--- config.mk ---
export PLATFORM = sky130hd
export DESIGN_NAME = car_kinematics_flat
export DESIGN_NICKNAME = d
export VERILOG_FILES = /design/src/rtl/car_kinematics_pkg.sv /design/src/rtl/car_kinematics_if.sv /design/src/rtl/car_kinematics_trig_lut.sv /design/src/rtl/car_kinematics.sv /design/src/flat_wrapper.sv
export SDC_FILE = /design/constraint.sdc
export NUM_CORES = 1
export LEC_CHECK = 0
export ABC_AREA = 1
export BUFFER_PORTS_ARGS = -buffer_cell sky130_fd_sc_hd__buf_2
export CAP_MARGIN = 20
export CORE_MARGIN = 2
export CORE_UTILIZATION = 30
export CTS_CLUSTER_DIAMETER = 150
export DETAILED_ROUTE_END_ITERATION = 6
export RECOVER_POWER = 50
export SYNTH_ARGS = -nofsm -noshare
export SYNTH_HDL_FRONTEND = slang
export SYNTH_HIERARCHICAL = 1
export SYNTH_SLANG_ARGS = --single-unit
export TNS_END_PERCENT = 100
--- constraint.sdc ---
create_clock -name clk -period 10.95 [get_ports clk]
set_input_delay 2.7375 -clock clk [delete_from_list [all_inputs] [get_ports clk]]
set_output_delay 2.7375 -clock clk [all_outputs]
set_load 0.1 [all_outputs]
--- src/rtl/car_kinematics_pkg.sv ---
// Shared types and fixed-point constants for the per-player car motion engine.
package car_kinematics_pkg;

  localparam int POS_W  = 17;  // signed 10.6 fixed-point position
  localparam int FRAC   = 6;
  localparam int TRIG_W = 9;   // signed sin/cos, scaled by 128
  localparam int SPD_W  = 9;   // signed speed, 1/64 px per frame
  localparam int DEG_W  = 9;

  localparam logic [3:0] COL_WALL  = 4'd0;
  localparam logic [3:0] COL_ROAD  = 4'd1;
  localparam logic [3:0] COL_KERB  = 4'd2;
  localparam logic [3:0] COL_GRASS = 4'd3;

  typedef enum logic [2:0] {
    S_IDLE,
    S_TURN,
    S_ACCEL,
    S_CALC,
    S_REQ,
    S_WAIT,
    S_CHECK
  } state_t;

endpackage

--- src/rtl/car_kinematics_if.sv ---
// Controls, map BRAM read port and committed-pose bundle of one car_kinematics instance.
interface car_kinematics_if;
  import car_kinematics_pkg::*;

  logic                    frame_tick;
  logic                    up;
  logic                    down;
  logic                    left;
  logic                    right;
  logic [16:0]             map_addr;
  logic                    map_rd_en;
  logic [3:0]              map_data;
  logic [9:0]              world_x;
  logic [9:0]              world_y;
  logic [DEG_W-1:0]        degree;
  logic signed [SPD_W-1:0] speed;
  logic                    busy;
  logic                    update_done;
  logic                    collided;

  modport master (
    input  frame_tick, up, down, left, right, map_data,
    output map_addr, map_rd_en, world_x, world_y, degree, speed,
           busy, update_done, collided
  );

  modport slave (
    output frame_tick, up, down, left, right, map_data,
    input  map_addr, map_rd_en, world_x, world_y, degree, speed,
           busy, update_done, collided
  );
endinterface

--- src/rtl/car_kinematics_trig_lut.sv ---
// Combinational heading -> {sin, cos} lookup, signed 9-bit scaled by 128, 15-degree entries.
module car_trig_lut
  import car_kinematics_pkg::*;
(
  input  logic [DEG_W-1:0]         degree,
  output logic signed [TRIG_W-1:0] sin_val,
  output logic signed [TRIG_W-1:0] cos_val
);

  // First-quadrant sine table; other quadrants fold onto it.
  function automatic logic signed [TRIG_W-1:0] quarter(input logic [DEG_W-1:0] a);
    case (a)
      9'd0:    quarter = 9'sd0;
      9'd15:   quarter = 9'sd33;
      9'd30:   quarter = 9'sd64;
      9'd45:   quarter = 9'sd91;
      9'd60:   quarter = 9'sd111;
      9'd75:   quarter = 9'sd124;
      9'd90:   quarter = 9'sd128;
      default: quarter = 9'sd0;
    endcase
  endfunction

  always_comb begin
    sin_val = '0;
    cos_val = '0;
    if (degree < 9'd90) begin
      sin_val = quarter(degree);
      cos_val = quarter(9'd90 - degree);
    end else if (degree < 9'd180) begin
      sin_val = quarter(9'd180 - degree);
      cos_val = -quarter(degree - 9'd90);
    end else if (degree < 9'd270) begin
      sin_val = -quarter(degree - 9'd180);
      cos_val = -quarter(9'd270 - degree);
    end else begin
      sin_val = -quarter(9'd360 - degree);
      cos_val = quarter(degree - 9'd270);
    end
  end

endmodule

--- src/rtl/car_kinematics.sv ---
// Per-player motion engine: per frame_tick, turn, accelerate, move and validate against the track map.
// Optional macro CAR_WALL_BOUNCE_EN: rejected moves bounce back at half speed instead of stopping.
module car_kinematics
  import car_kinematics_pkg::*;
#(
  parameter int          MAP_WIDTH     = 320,
  parameter int          MAP_HEIGHT    = 240,
  parameter int          START_X       = 15,
  parameter int          START_Y       = 125,
  parameter int          START_DEG     = 0,
  parameter int          DEG_STEP      = 15,
  parameter int          ACCEL         = 16,
  parameter int          FRICTION      = 4,
  parameter int          MAX_SPEED     = 128,
  parameter int          MAX_REV       = 64,
  parameter logic [15:0] PASSABLE_MASK = 16'h003E,
  parameter int          MAP_LATENCY   = 1
) (
  input logic             clk,
  input logic             rst,
  car_kinematics_if.master bus
);

  localparam logic signed [POS_W-1:0] X_LIM    = POS_W'(MAP_WIDTH << FRAC);
  localparam logic signed [POS_W-1:0] Y_LIM    = POS_W'(MAP_HEIGHT << FRAC);
  localparam logic signed [POS_W-1:0] START_XF = POS_W'(START_X << FRAC);
  localparam logic signed [POS_W-1:0] START_YF = POS_W'(START_Y << FRAC);
  localparam logic [DEG_W-1:0]        DEG_ST   = DEG_W'(DEG_STEP);
  localparam logic [DEG_W-1:0]        DEG_TOP  = DEG_W'(360 - DEG_STEP);
  localparam logic [DEG_W-1:0]        DEG_INIT = DEG_W'(START_DEG);
  localparam logic signed [SPD_W-1:0] ACC_S    = SPD_W'(ACCEL);
  localparam logic signed [SPD_W-1:0] FRIC_S   = SPD_W'(FRICTION);
  localparam logic signed [SPD_W-1:0] NFRIC_S  = SPD_W'(-FRICTION);
  localparam logic signed [SPD_W-1:0] MAX_S    = SPD_W'(MAX_SPEED);
  localparam logic signed [SPD_W-1:0] MIN_S    = SPD_W'(-MAX_REV);
  localparam logic [7:0]              WAIT_LAST = 8'(MAP_LATENCY - 1);

  state_t state, state_nx;

  logic                          do_turn, do_accel, do_calc, do_req, do_wait, do_check, busy_c;
  logic [7:0]                    wait_cnt;
  logic signed [POS_W-1:0]       pos_x, pos_y, cand_x, cand_y;
  logic signed [POS_W-1:0]       dx, dy, cx, cy;
  logic                          oob, oob_c, accept;
  logic [DEG_W-1:0]              deg_r, deg_n, deg_turn;
  logic signed [SPD_W-1:0]       spd_r, spd_n, spd_acc, spd_rej;
  logic signed [TRIG_W-1:0]      sin_v, cos_v;
  logic signed [SPD_W+TRIG_W-1:0] prod_x, prod_y;
  logic [16:0]                   addr_c, map_addr_r;
  logic                          rd_en_r, done_r, col_r;

  car_trig_lut u_trig (
    .degree  (deg_n),
    .sin_val (sin_v),
    .cos_val (cos_v)
  );

  always_ff @(posedge clk) begin
    if (!rst) state <= S_IDLE;
    else      state <= state_nx;
  end

  always_comb begin
    state_nx = state;
    case (state)
      S_IDLE:  if (bus.frame_tick) state_nx = S_TURN;
      S_TURN:  state_nx = S_ACCEL;
      S_ACCEL: state_nx = S_CALC;
      S_CALC:  state_nx = oob_c ? S_CHECK : S_REQ;
      S_REQ:   state_nx = S_WAIT;
      S_WAIT:  if (wait_cnt == WAIT_LAST) state_nx = S_CHECK;
      S_CHECK: state_nx = S_IDLE;
      default: state_nx = S_IDLE;
    endcase
  end

  always_comb begin
    busy_c   = (state != S_IDLE);
    do_turn  = (state == S_TURN);
    do_accel = (state == S_ACCEL);
    do_calc  = (state == S_CALC);
    do_req   = (state == S_REQ);
    do_wait  = (state == S_WAIT);
    do_check = (state == S_CHECK);
  end

  always_comb begin
    deg_turn = deg_r;
    if (bus.left && !bus.right)
      deg_turn = (deg_r == '0) ? DEG_TOP : deg_r - DEG_ST;
    else if (bus.right && !bus.left)
      deg_turn = (deg_r >= DEG_TOP) ? deg_r - DEG_TOP : deg_r + DEG_ST;
  end

  // Speed range stays within -MAX_REV-ACCEL..MAX_SPEED+ACCEL, so 9-bit signed never overflows.
  always_comb begin
    spd_acc = '0;
    if (bus.up && !bus.down)
      spd_acc = (spd_r + ACC_S > MAX_S) ? MAX_S : spd_r + ACC_S;
    else if (bus.down && !bus.up)
      spd_acc = (spd_r - ACC_S < MIN_S) ? MIN_S : spd_r - ACC_S;
    else if (spd_r > FRIC_S)
      spd_acc = spd_r - FRIC_S;
    else if (spd_r < NFRIC_S)
      spd_acc = spd_r + FRIC_S;
  end

  always_comb begin
    prod_x = spd_n * sin_v;
    prod_y = spd_n * cos_v;
    dx     = POS_W'(prod_x >>> 7);
    dy     = -POS_W'(prod_y >>> 7);
    cx     = pos_x + dx;
    cy     = pos_y + dy;
    oob_c  = (cx < 0) || (cx >= X_LIM) || (cy < 0) || (cy >= Y_LIM);
    addr_c = 17'(cand_y[POS_W-2:FRAC]) * 17'(MAP_WIDTH) + 17'(cand_x[POS_W-2:FRAC]);
    accept = !oob && PASSABLE_MASK[bus.map_data];
`ifdef CAR_WALL_BOUNCE_EN
    spd_rej = -(spd_n >>> 1);
`else
    spd_rej = '0;
`endif
  end

  // Heading/speed live in deg_n/spd_n until CHECK so outputs only move with update_done.
  always_ff @(posedge clk) begin
    if (!rst) begin
      pos_x      <= START_XF;
      pos_y      <= START_YF;
      deg_r      <= DEG_INIT;
      deg_n      <= DEG_INIT;
      spd_r      <= '0;
      spd_n      <= '0;
      cand_x     <= '0;
      cand_y     <= '0;
      oob        <= 1'b0;
      wait_cnt   <= '0;
      map_addr_r <= '0;
      rd_en_r    <= 1'b0;
      done_r     <= 1'b0;
      col_r      <= 1'b0;
    end else begin
      rd_en_r  <= do_req;
      done_r   <= do_check;
      wait_cnt <= do_wait ? wait_cnt + 8'd1 : '0;
      if (do_turn)  deg_n <= deg_turn;
      if (do_accel) spd_n <= spd_acc;
      if (do_calc) begin
        cand_x <= cx;
        cand_y <= cy;
        oob    <= oob_c;
      end
      if (do_req) map_addr_r <= addr_c;
      if (do_check) begin
        deg_r <= deg_n;
        if (accept) begin
          pos_x <= cand_x;
          pos_y <= cand_y;
          spd_r <= spd_n;
          col_r <= 1'b0;
        end else begin
          spd_r <= spd_rej;
          col_r <= 1'b1;
        end
      end
    end
  end

  assign bus.map_addr    = map_addr_r;
  assign bus.map_rd_en   = rd_en_r;
  assign bus.world_x     = pos_x[POS_W-2:FRAC];
  assign bus.world_y     = pos_y[POS_W-2:FRAC];
  assign bus.degree      = deg_r;
  assign bus.speed       = spd_r;
  assign bus.busy        = busy_c;
  assign bus.update_done = done_r;
  assign bus.collided    = col_r;

endmodule
--- src/flat_wrapper.sv ---
// flat-port wrapper written by rule: the top's interface ports become plain ports
module car_kinematics_flat import car_kinematics_pkg::*;
#(
  parameter int          MAP_WIDTH     = 320,
  parameter int          MAP_HEIGHT    = 240,
  parameter int          START_X       = 15,
  parameter int          START_Y       = 125,
  parameter int          START_DEG     = 0,
  parameter int          DEG_STEP      = 15,
  parameter int          ACCEL         = 16,
  parameter int          FRICTION      = 4,
  parameter int          MAX_SPEED     = 128,
  parameter int          MAX_REV       = 64,
  parameter logic [15:0] PASSABLE_MASK = 16'h003E,
  parameter int          MAP_LATENCY   = 1
)
  (clk, rst, bus_frame_tick, bus_up, bus_down, bus_left, bus_right, bus_map_data, bus_map_addr, bus_map_rd_en, bus_world_x, bus_world_y, bus_degree, bus_speed, bus_busy, bus_update_done, bus_collided);
  car_kinematics_if bus_i ();
  input logic clk;
  input logic rst;
  input wire logic [$bits(bus_i.frame_tick)-1:0] bus_frame_tick;
  input wire logic [$bits(bus_i.up)-1:0] bus_up;
  input wire logic [$bits(bus_i.down)-1:0] bus_down;
  input wire logic [$bits(bus_i.left)-1:0] bus_left;
  input wire logic [$bits(bus_i.right)-1:0] bus_right;
  input wire logic [$bits(bus_i.map_data)-1:0] bus_map_data;
  output wire logic [$bits(bus_i.map_addr)-1:0] bus_map_addr;
  output wire logic [$bits(bus_i.map_rd_en)-1:0] bus_map_rd_en;
  output wire logic [$bits(bus_i.world_x)-1:0] bus_world_x;
  output wire logic [$bits(bus_i.world_y)-1:0] bus_world_y;
  output wire logic [$bits(bus_i.degree)-1:0] bus_degree;
  output wire logic [$bits(bus_i.speed)-1:0] bus_speed;
  output wire logic [$bits(bus_i.busy)-1:0] bus_busy;
  output wire logic [$bits(bus_i.update_done)-1:0] bus_update_done;
  output wire logic [$bits(bus_i.collided)-1:0] bus_collided;
  assign bus_i.frame_tick = bus_frame_tick;
  assign bus_i.up = bus_up;
  assign bus_i.down = bus_down;
  assign bus_i.left = bus_left;
  assign bus_i.right = bus_right;
  assign bus_i.map_data = bus_map_data;
  assign bus_map_addr = bus_i.map_addr;
  assign bus_map_rd_en = bus_i.map_rd_en;
  assign bus_world_x = bus_i.world_x;
  assign bus_world_y = bus_i.world_y;
  assign bus_degree = bus_i.degree;
  assign bus_speed = bus_i.speed;
  assign bus_busy = bus_i.busy;
  assign bus_update_done = bus_i.update_done;
  assign bus_collided = bus_i.collided;
  car_kinematics #(.MAP_WIDTH(MAP_WIDTH), .MAP_HEIGHT(MAP_HEIGHT), .START_X(START_X), .START_Y(START_Y), .START_DEG(START_DEG), .DEG_STEP(DEG_STEP), .ACCEL(ACCEL), .FRICTION(FRICTION), .MAX_SPEED(MAX_SPEED), .MAX_REV(MAX_REV), .PASSABLE_MASK(PASSABLE_MASK), .MAP_LATENCY(MAP_LATENCY)) u_core (.clk(clk), .rst(rst), .bus(bus_i));
endmodule
# Word-level counts from Yosys, hierarchy flattened
# Memory sizes are Yosys's and may differ from the RTL's.
# Cells that the tools add are included.
# W data, S select, Z words.
# totals
ff_bits,136
latch_bits,0
mem_bits_rw,0
romBits,16
out_inout_bits,59
wordCells,173
mem_count,1
# memory_table
memory,words,width,read_ports,rd_ports_with_merged_regs,wr,line,source
(no name shown),16,1,1,0,0,car_kinematics.sv:117,accept = !oob && PASSABLE_MASK[bus.map_data];
# classes
n_addsub,23
mul,3
n_div,0
magnitude_cmp,13
eq_ne,56
n_shift,0
n_mux,42
bitwise_logic,0
n_reduce_logical,20
# op_table
cell,n
$pmux W8 S6,8
$mux W9,28
$eq A9 B6 Y1 const B,16
$eq A9 B7 Y1 const B,16
$eq A9 B4 Y1 const B,8
$eq A9 B5 Y1 const B,8
$mul A9 B9 Y18,2
$neg A9 Y9,4
$lt A17 B1 Y1 const B,2
$add A9 B4 Y9 const B,2
$lt A9 B7 Y1 const B,2
$pmux W3 S6,1
$sub A9 B4 Y9 const B,2
$sub A9 B9 Y9 const A,2
$sub A9 B9 Y9 const B,2
$add A17 B10 Y17,1
$add A17 B11 Y17,1
$add A17 B17 Y17,1
$ge A17 B15 Y1 const B,1
$ge A17 B16 Y1 const B,1
$neg A11 Y17,1
$mul A10 B3 Y11 const B,1
$add A9 B6 Y9 const B,1
$eq A3 B3 Y1 const B,3
27 further kinds,43

# Longest topological paths before layout
# depth
ltp_word,18
depth_mapped,63
ltp_nobuf,61

# By module
# The synthesis kept the hierarchy.
# by_module_without_submodules
module,instances,cells_each,area_each_um2
car_kinematics,1,2036,14580.2
car_trig_lut,1,585,3046.7

# Least setup slack after synthesis
# Ideal clock, no wire load.
# synth_timing
path_kind,register to register
from,reg u_core.deg_n[1]
to,reg u_core.state[1]
setup_ns,0.128
t_arrival_ns,8.107
path_slack_ns,2.715
stages_incl_launch_ff,53
n_path_buf,1
cell_sequence,dfxtp_1 inv_1 ha_1 nand2_2 nand2_1 nand2_2 nand2_1 nand2_1 nand2_2 nor2_4 nand3_1 nand2_1 a31oi_1 ha_1 nand2_1 nand2_1 or3_1 buf_4 [... 17 more ...] inv_1 ha_1 nand2_1 nor2_1 and3_1 nand2_1 nand2_1 nand2_1 nand2_1 inv_1 nand2_1 nand2_1 nor3_1 nand2_1 nand2_1 nand3_1 nand2_1 nor2_1
# synth_via
elab_chain_len,18
# synth_rtl
item,line,source
from (decl),car_kinematics.sv:45,"logic [DEG_W-1:0] deg_r, deg_n, deg_turn;"
from (signal assigned),car_kinematics.sv:146,if (do_turn) deg_n <= deg_turn;
$sub A9 B9 Y9 / $sub A9 B8 Y9 (equally long branches),"car_kinematics_trig_lut.sv:37, car_kinematics_trig_lut.sv:34",
"$eq A9 B7 Y1, or another cell as far along",car_kinematics_trig_lut.sv:12,case (a)
$pmux W8 S6,car_kinematics_trig_lut.sv:12,
$mux W9,car_kinematics_trig_lut.sv:33,end else if (degree < 9'd270) begin
$mux W9,car_kinematics_trig_lut.sv:30,end else if (degree < 9'd180) begin
$mux W9,car_kinematics_trig_lut.sv:27,if (degree < 9'd90) begin
$neg A9 Y9 (on tied branches),"car_kinematics_trig_lut.sv:37, car_kinematics_trig_lut.sv:34",
$mux W9,car_kinematics_trig_lut.sv:33,
$mux W9,car_kinematics_trig_lut.sv:30,
$mux W9 (*),car_kinematics_trig_lut.sv:27,
named net u_core.sin_v[1],car_kinematics.sv:47,"logic signed [TRIG_W-1:0] sin_v, cos_v;"
$mul A9 B9 Y18 (*),car_kinematics.sv:109,prod_x = spd_n * sin_v;
$add A17 B11 Y17 (*),car_kinematics.sv:113,cx = pos_x + dx;
$lt A17 B1 Y1 / $ge A17 B16 Y1 (equally long branches),car_kinematics.sv:115,oob_c = (cx < 0) || (cx >= X_LIM) || (cy < 0) || (cy >= Y_LIM);
$logic_or A1 B1 Y1 (*) (3 in a row),car_kinematics.sv:115,
$mux W2 (*),car_kinematics.sv:69,S_CALC: state_nx = oob_c ? S_CHECK : S_REQ;
$pmux W3 S6 (*),car_kinematics.sv:65,case (state)
to (signal assigned),car_kinematics.sv:60,else state <= state_nx;
to (decl),car_kinematics.sv:38,"state_t state, state_nx;"
# Mark *: on every way through the listed nets, which the timed path passes. The rest lies on a longest branch. The select of a mux whose other input is x is not followed.
# A chain may end at the register's enable or synchronous reset.

# Worst setup path after layout
# layout_timing
from,reg u_core.deg_n[2]
to,reg u_core.state[1]
# Same word-level chain as after synthesis.

==> metrics.txt <==
status finished with violations; failing checks max-capacitance violations, max-slew violations; fillers roughly 6400; max-slew violations just under 80; sequential area share after synthesis 0.154; power share of the clock group 0.256; Setup-failing EPs final 0; Layout area overhead 8.28%; Crit Path Category flip-flop to flip-flop; flop and latch count out of synthesis approximately 140; NetSw 1.01 mW; reg2reg start u_core/deg_n[2]$_SDFFE_PN0P_; Synth warnings 6; FMAX about 100 MHz; synth top area cells fa_1, dfxtp_1, nand2_1, inv_1, ha_1; # IOs 70; syn_nets ~3000; Max VDD drop ~0.11 mV; H-tree depth 4; multi-input logic area 12400 µm²; Synth Cell Area 17600 µm²; post-route ant nets 0; largest net degree at the start of global routing 53; CP endpoint kind flip-flop; Tmin final about 10 ns; antenna violations before repair 0; Die Width between 200 and 250 µm; die area about 61000 µm²; Final nets 2925; core area ~58000 µm²; routed len/inst 14.2 µm; worst skew pair latency approximately 0.47 ns; Final Skew ~0.03 ns; Diodes inserted 0; Setup WS post-layout about 1.2 ns; Pwr Total about 2.1 mW; CTS tree built; dpl ws approximately 1.3 ns; via count roughly 16000; ys async rst share 0; root buf cell clkbuf_16; drc violations 0; Top FF cell, synth dfxtp_1; Hold WC Path Type flip-flop to flip-flop; gr usage total 0.167; worst rel slew slack -0.677; Power Internal ~1.1 mW; synthesized instance count roughly 2600; final number of hold-violating endpoints 0; Finished Layout Cells between 3000 and 4000; Crit path top cell by count nand2_1; Hold Path Cell Cnt 2; post_cts resized 0; initial core utilization 0.304; RR Endpoint u_core/state[1]$_SDFFE_PN0P_; register-to-register setup slack between 1 and 1.5 ns; slowest stage delay, CP 0.77 ns; hpwl dp around 38 mm; leading area contributor after synthesis fa_1; sequential share of power 0.262; synth cell count leaders nand2_1, inv_1, nor2_1; Setup crit start kind flip-flop; Initial DRC Count 971; Yosys cell types 61; Pre-Repair DR Iteration Count 5; worst r2r path cells between 50 and 60; number of synthesized flops with an enable pin 0; slowest cell on the critical path dfxtp_1; hold wc startpoint u_core/cand_x[3]$_SDFFE_PN0N_; Synth top area share 0.161; number of global-route vias before repair approximately 16000; clock buffer depth 2; period utilisation layout 0.889; FF+latch area roughly 2700 µm²; std cell rows 88; Post-Route WL between 40 and 50 mm; final setup TNS 0 ns; total setup buffers inserted after CTS 0; layout cell share with drive strength beyond 1 0.0817; crit-path leading delay family adder cells; Post-CTS Hold Buffers 0; maxcap violations 2; cell with the most instances after synthesis nand2_1; unrepaired setup endpoints after global routing no; worst path required time around 11 ns; Slew @ Worst Pin about 2.5 ns; cts bufs inserted 17; Leakage 10.6 nW; Post-Synthesis Mean Instance Area 6.73 µm²; Clock Sink Count between 100 and 150; first-pass GRT wire length 82.1 mm; Bufs and invs on worst path 8; Net Sw Frac 0.473; proportion of power drawn by combinational gates 0.481; CTS clk-pin slew, worst paths about 0.060 ns; grt ovf 0; worst hold endpoint u_core/pos_x[3]$_SDFFE_PN0P_; height of the chip about 250 µm; Via density approximately 4.8; CP Data Arrival Time between 10 and 15 ns; GP Congestion ~0.96; Port Buffers 69; dpl cells between 3000 and 4000; Worst Path Max Fanout 15; PwrDens between 100 and 150 nW/µm²
per-layer routing:
metal,track usage,wire length (µm),up-vias
met5,0,0,-
met4,0.0470,898,0
met3,0.0209,2000,62
met2,0.272,21900,361
met1,0.231,23700,7586
li1,-,-,8195
worst max-delay path by stage:
| stage | start | to | slack [ns] | depth (start not counted) |
|---|---|---|---|---|
| 2_1_floorplan | u_core/deg_n[1]$_SDFFE_PN0P_ | u_core/state[1]$_SDFFE_PN0P_ | 2.71 | 52 |
| 3_3_place_gp | u_core/deg_n[2]$_SDFFE_PN0P_ | u_core/state[1]$_SDFFE_PN0P_ | 1.31 | 51 |
| 3_5_place_dp | u_core/deg_n[2]$_SDFFE_PN0P_ | u_core/state[1]$_SDFFE_PN0P_ | 1.32 | 51 |
| 4_1_cts | u_core/deg_n[2]$_SDFFE_PN0P_ | u_core/state[1]$_SDFFE_PN0P_ | 1.26 | 51 |
| 5_1_grt | u_core/deg_n[2]$_SDFFE_PN0P_ | u_core/state[1]$_SDFFE_PN0P_ | 0.21 | 49 |
| 6_report | u_core/deg_n[2]$_SDFFE_PN0P_ | u_core/state[1]$_SDFFE_PN0P_ | 1.21 | 51 |
layout by cell type (no fill, tap or decap), types with 59 or more instances in the layout:
master   Yosys  final
nor2_1     215    215
fa_1       142    142
o21ai_0    139    140
ha_1       140    140
nand2_1    618    618
inv_1      484    485
nand3_1    136    136
a21oi_1    149    149
xor2_1      59     59
dfxtp_1    136    136
cell families after synthesis:
group	share of synthesized area
flip-flops	0.154
AND/OR/NAND/NOR	0.285
buffers and inverters	0.140
XOR/XNOR	0.0460
adder cells (fa/ha/maj)	0.261
AO/OA/AOI/OAI	0.114
tightest hold or removal path, stage by stage (launching register included):
cell     delay (ns)
dfxtp_1        0.30
inv_1          0.06
a21oi_1        0.05
state kept, by name (all words and copies together) (netlist names), 3 cells and up:
name / flops
u_core/deg_n: 9
u_core/state: 3
u_core/bus.degree: 9
u_core/cand_y: 17
u_core/pos_x: 17
u_core/cand_x: 17
u_core/bus.speed: 9
u_core/wait_cnt: 8
u_core/pos_y: 17
u_core/bus.map_addr: 17
u_core/spd_n: 9
layout make-up:
type,instances,area share
tap,765,0.0501
clock buffer,18,0.0230
clock inverter,13,0.00511
multi-input combinational,1877,0.652
sequential,136,0.143
inverter,506,0.100
timing repair buffer,94,0.0267
power by group through the flow:
| stage | sequential [mW] | clock (mW) | combinational [mW] |
|---|---|---|---|
| finish | 0.560 | 0.547 | 1.03 |
| global route | 0.564 | 0.578 | 1.16 |
| CTS | 0.559 | 0.560 | 1.02 |
| detailed placement | 0.570 | 0 | 1.01 |
| global placement | 0.570 | 0 | 1.02 |
| floorplan | 0.578 | 0 | 0.766 |
metrics by stage:
stage / util / instance area, µm² / hold slack [ns]
after floorplan: - / 17600 / 0.430
after detailed placement: 0.320 / 18600 / 0.447
final: 0.330 / 19100 / 0.452
after CTS: 0.330 / 19100 / 0.457
after global placement: 0.320 / 18600 / 0.442
after global routing: 0.330 / 19100 / 0.470
Power figures use the tool's default switching activity.
